[config.mk]
export PLATFORM = sky130hd
export DESIGN_NAME = wide_addsub_seq
export DESIGN_NICKNAME = d
export VERILOG_FILES = /design/src/rtl/wide_addsub_seq.sv
export SDC_FILE = /design/constraint.sdc
export NUM_CORES = 2
export LEC_CHECK = 0
export ABC_CLOCK_PERIOD_IN_PS = 81400
export CORE_AREA = 2 2 471 473
export CTS_CLUSTER_DIAMETER = 60
export DETAILED_ROUTE_END_ITERATION = 10
export DIE_AREA = 0 0 473 475
export PLACE_DENSITY = 0.53
export SLEW_MARGIN = 5
export SYNTH_ARGS = -nofsm -noshare
export SYNTH_HDL_FRONTEND = slang
export SYNTH_SLANG_ARGS = --single-unit
[constraint.sdc]
create_clock -name clk -period 81.4 [get_ports clk]
set_input_delay 24.42 -clock clk [delete_from_list [all_inputs] [get_ports clk]]
set_output_delay 24.42 -clock clk [all_outputs]
set_load 0.005 [all_outputs]
[src/rtl/wide_addsub_seq.sv]
// Chunk-serial wide adder/subtractor: captures operands on start, then
// processes one CHUNK-bit slice per clock, least-significant slice first.
module wide_addsub_seq #(
    parameter int unsigned WIDTH = 400,
    parameter int unsigned CHUNK = 8
) (
    input  logic             clk,
    input  logic             rst,
    input  logic             start,
    input  logic             sub,
    input  logic [WIDTH-1:0] a,
    input  logic [WIDTH-1:0] b,
    output logic             busy,
    output logic [WIDTH-1:0] sum,
    output logic             carry_out,
    output logic             overflow,
    output logic             done
);

    localparam int unsigned NCHUNK = WIDTH / CHUNK;
    localparam int unsigned IDX_W  = (NCHUNK > 1) ? $clog2(NCHUNK) : 1;
    localparam int unsigned SUM_W  = CHUNK + 1;

    localparam logic [0:0] IDLE = 1'b0;
    localparam logic [0:0] RUN  = 1'b1;

    logic [0:0]       state_q;
    logic [0:0]       state_d;
    logic [IDX_W-1:0] idx_q;
    logic             carry_q;
    logic [WIDTH-1:0] a_r;
    logic [WIDTH-1:0] b_r;

    int unsigned      base;
    logic [CHUNK-1:0] chunk_a;
    logic [CHUNK-1:0] chunk_b;
    logic [CHUNK-1:0] chunk_s;
    logic             chunk_c;
    logic             last;
    logic             ovf_c;

    // Slice adder for the current chunk; b_r already holds ~b in subtract mode.
    always_comb begin
        base               = 32'(idx_q) * CHUNK;
        chunk_a            = a_r[base +: CHUNK];
        chunk_b            = b_r[base +: CHUNK];
        {chunk_c, chunk_s} = {1'b0, chunk_a} + {1'b0, chunk_b} + SUM_W'(carry_q);
        last               = (idx_q == IDX_W'(NCHUNK - 1));
        ovf_c              = (a_r[WIDTH-1] == b_r[WIDTH-1]) &&
                             (chunk_s[CHUNK-1] != a_r[WIDTH-1]);
    end

    // Next-state logic.
    always_comb begin
        state_d = state_q;
        case (state_q)
            IDLE:    if (start) state_d = RUN;
            RUN:     if (last)  state_d = IDLE;
            default: state_d = IDLE;
        endcase
    end

    // State, control and result registers.
    always_ff @(posedge clk) begin
        if (rst) begin
            state_q   <= IDLE;
            idx_q     <= '0;
            carry_q   <= 1'b0;
            sum       <= '0;
            carry_out <= 1'b0;
            overflow  <= 1'b0;
            busy      <= 1'b0;
            done      <= 1'b0;
        end else begin
            state_q <= state_d;
            done    <= 1'b0;
            case (state_q)
                IDLE: begin
                    if (start) begin
                        carry_q <= sub;
                        idx_q   <= '0;
                        busy    <= 1'b1;
                    end
                end
                RUN: begin
                    sum[base +: CHUNK] <= chunk_s;
                    carry_q            <= chunk_c;
                    idx_q              <= idx_q + IDX_W'(1);
                    if (last) begin
                        carry_out <= chunk_c;
                        overflow  <= ovf_c;
                        done      <= 1'b1;
                        busy      <= 1'b0;
                        idx_q     <= '0;
                    end
                end
                default: ;
            endcase
        end
    end

    // Operand capture; contents are don't-care until a start is accepted.
    always_ff @(posedge clk) begin
        if (state_q == IDLE && start && !rst) begin
            a_r <= a;
            b_r <= sub ? ~b : b;
        end
    end

endmodule

==> run metrics <==
H-tree Lvls 4; worst path required time 81.79 ns; Placement Rows 172; Rel. slew slack 16.5%; Cell variety after synth 86; GR met3 Demand/Resource ~4.8%; non-filler cells, final 8082; IO Pins approximately 1200; outcome finished clean; P&R area growth vs syn 39.5%; Hold Crit Start sum[200]; GPL Wtd Cong slightly below 0.9; fin. max-slew vios 0; Post-synth EDFFs 800; first-pass GRT wire length between 300000 and 400000 um; post-synth top area share approximately 47%; Hold WC Path Type reg -> reg; Simple-Gate Fraction of Synth Area 10.1%; CTS Hold Buffers Added 0; crit-path most repeated cell buf_4; Final Util between 30 and 40%; clk_skew 0.0445 ns; DR pass1 iterations 6; slowest cell delay on critical path roughly 1 ns; Seq/Total Area, Yosys 63.0%; clk buf depth 3; Ys Warns 0; Post-Synth Adder-Cell Area 0.347%; GRT Overall Usage around 19%; Max-Cap Viols 0; Final Cycle Share 35.8%; setup slack after layout between 50 and 60 ns; CP Cell Sequence clkdlybuf4s50_1 > nor3b_4 > buf_4 > buf_4 > buf_12 > buf_12 > buf_4; Place WS ~52 ns; Max rail drop VDD 0.0205 mV; routed vias roughly 37000; reg-to-reg slack, setup approximately 74 ns; leading area contributor after synthesis edfxtp_1; hold slack roughly 0.45 ns; Initial DRC Count around 2900; Post-CTS Setup Inserts 0; endpoints failing setup 0; Resized cells post-CTS 0; final WL 222000 um; Least-Margin Pin Slew between 1 and 1.5 ns; Max Freq 0.0343 GHz; post-layout min period slightly below 30 ns; CTS root buffer clkbuf_16; Synth Instances about 4000; CORE AREA 219000 um2; placed cells 7793; Syn Area/Cell 13.1 um2; DRT antenna net count 0; Critical R2R Launch idx_q[2]; Startpoint Class input pin; Yosys reg bits 1212; clk_lat worst skew 0.81 ns; Critical-path top delay cell buf_4; Top Usage Layer GRT met2; post-synthesis mux area share 8.95%; vias in the first global route roughly 37000; fraction of the mapped netlist area in compound gates under 10%; share of cells above drive strength 1 10.8%; Final HPWL DP roughly 170000 um; CTS tree built; largest family of logic cells by synthesized area simple AND/OR/NAND/NOR gates; CP endpoint kind register; pwr/cell area roughly 21 nW/um2; initial core utilization about a quarter; GR Util met1 a little over a fifth; RSZ-0062 raised after global routing false; die area roughly 220000 um2; grt total ovfl 0; IO buf count ~1200; largest net degree at the start of global routing 170; DRC Markers 0; Final Hold Violating Endpoints 0; Sink Count 1212; Die Width 473 um; critical path startpoint start; CP max FO about 170; Layout Nets 5892; total negative slack 0 ns; cts bufs inserted around 150; XOR/XNOR Fraction of Synth Area around 7.0%; Post-Syn Area slightly above 50000 um2; worst path arrival time between 20 and 30 ns; routing usage on met2 between 30 and 40%; Async SR Flop Fraction 0%; Leakage between 20 and 25 nW; CTS clk-pin slew, worst paths approximately 0.060 ns; Die Y roughly 480 um; initial antenna violation count 60; Via-to-Cell Ratio between 4 and 5; top cells by area, synth edfxtp_1, dfxtp_1, xor2_1; Synth Flop Type edfxtp_1; Syn Nets 4734; kind of critical path in -> reg; Routed WL per cell ~28 um
==> registers in the layout, summed over array words and instances (netlist names) <==
| register | flops |
|---|---|
| sum | 400 |
| overflow | 1 |
| b_r | 400 |
| carry_out | 1 |
| state_q | 1 |
| idx_q | 6 |
| a_r | 400 |
| carry_q | 1 |
| busy | 1 |
| done | 1 |
==> final cells by class <==
cell class                      count  area, um2
Clock buffer                      204       4080
Sequential cell                  1212      32300
Inverter                            8       30.0
Multi-Input combinational cell   2410      17800
Tap cell                         2871       3590
Fill cell                       21926     148000
Clock inverter                     68        826
Antenna cell                       17       42.5
Timing Repair Buffer             1292      12800
==> cells in the mapped netlist (5+ instances only) <==
library cell    n
nand2b_1       10
nor2b_1        21
clkbuf_1      161
nand3_1       152
o22ai_1        12
a2111oi_4      12
and2_1          8
a221oi_1       38
inv_1           5
mux2i_1       133
ha_1           11
buf_4          15
or3_1          11
o221ai_1       27
nor3_1         33
mux2_2         27
o211ai_1        7
a211oi_1       47
buf_6          14
nand3b_1       19
a211oi_4        6
nand4_1        66
o2111ai_1      11
dfxtp_1       412
buf_2          53
nand2_1       617
mux4_2        131
nor2_1         75
nor3_4          9
o21a_1          5
xor2_1        404
o21ai_0        26
buf_1          40
and3_1         12
edfxtp_1      800
a21oi_1       391
nor4_4         11
==> stage by stage <==
stage / power [mW] / area (um2)
3_3_place_gp: 0.869 / 66600
3_5_place_dp: 0.871 / 66600
4_1_cts: 1.54 / 71500
6_report: 1.52 / 71500
2_1_floorplan: 0.789 / 51300
5_1_grt: 1.57 / 71500
==> cells by family after synthesis <==
| kind of cell | count (synthesis) |
|---|---|
| XOR/XNOR | 409 |
| AND/OR/NAND/NOR | 1078 |
| buffers and inverters | 295 |
| multiplexers | 291 |
| flip-flops | 1212 |
| adder cells (fa/ha/maj) | 13 |
| AO/OA/AOI/OAI | 619 |
==> worst paths after layout <==
kind,cells past startpoint,end
worst max-delay path,7,b_r[182]
worst min-delay path,2,sum[200]
worst max register to register,17,sum[334]
worst min register to register,2,sum[200]
==> layout by cell type (no fill, tap or decap), types with 44 or more instances in the layout <==
master / count
nand2_1: 617
clkbuf_1: 44
mux2i_1: 132
dfxtp_1: 406
a21oi_1: 390
mux4_2: 131
clkbuf_16: 152
clkdlybuf4s50_1: 1205
a211oi_1: 47
nand3_1: 152
edfxtp_1: 800
nor2_1: 72
buf_4: 78
xor2_1: 400
nand4_1: 66
==> power by group <==
group / total, mW / switching [mW] / internal, mW / leakage (nW)
logic: 0.169 / 0.102 / 0.0668 / 9.97
registers: 0.686 / 0.00610 / 0.680 / 10.7
clock network: 0.664 / 0.282 / 0.382 / 2.37
==> worst max-delay path, delay by kind of cell <==
| kind | cells | cell delay [ns] |
|---|---|---|
| buffers and inverters | 6 | 4.30 |
| AND/OR/NAND/NOR | 1 | 0.24 |
==> layer usage <==
layer	share of wire [%]	wire length, um
met2	52	117000
met3	6.9	15300
met4	3.5	7700
met5	0.19	415
met1	37	82200
No activity file was read; power rests on OpenSTA's default activity.
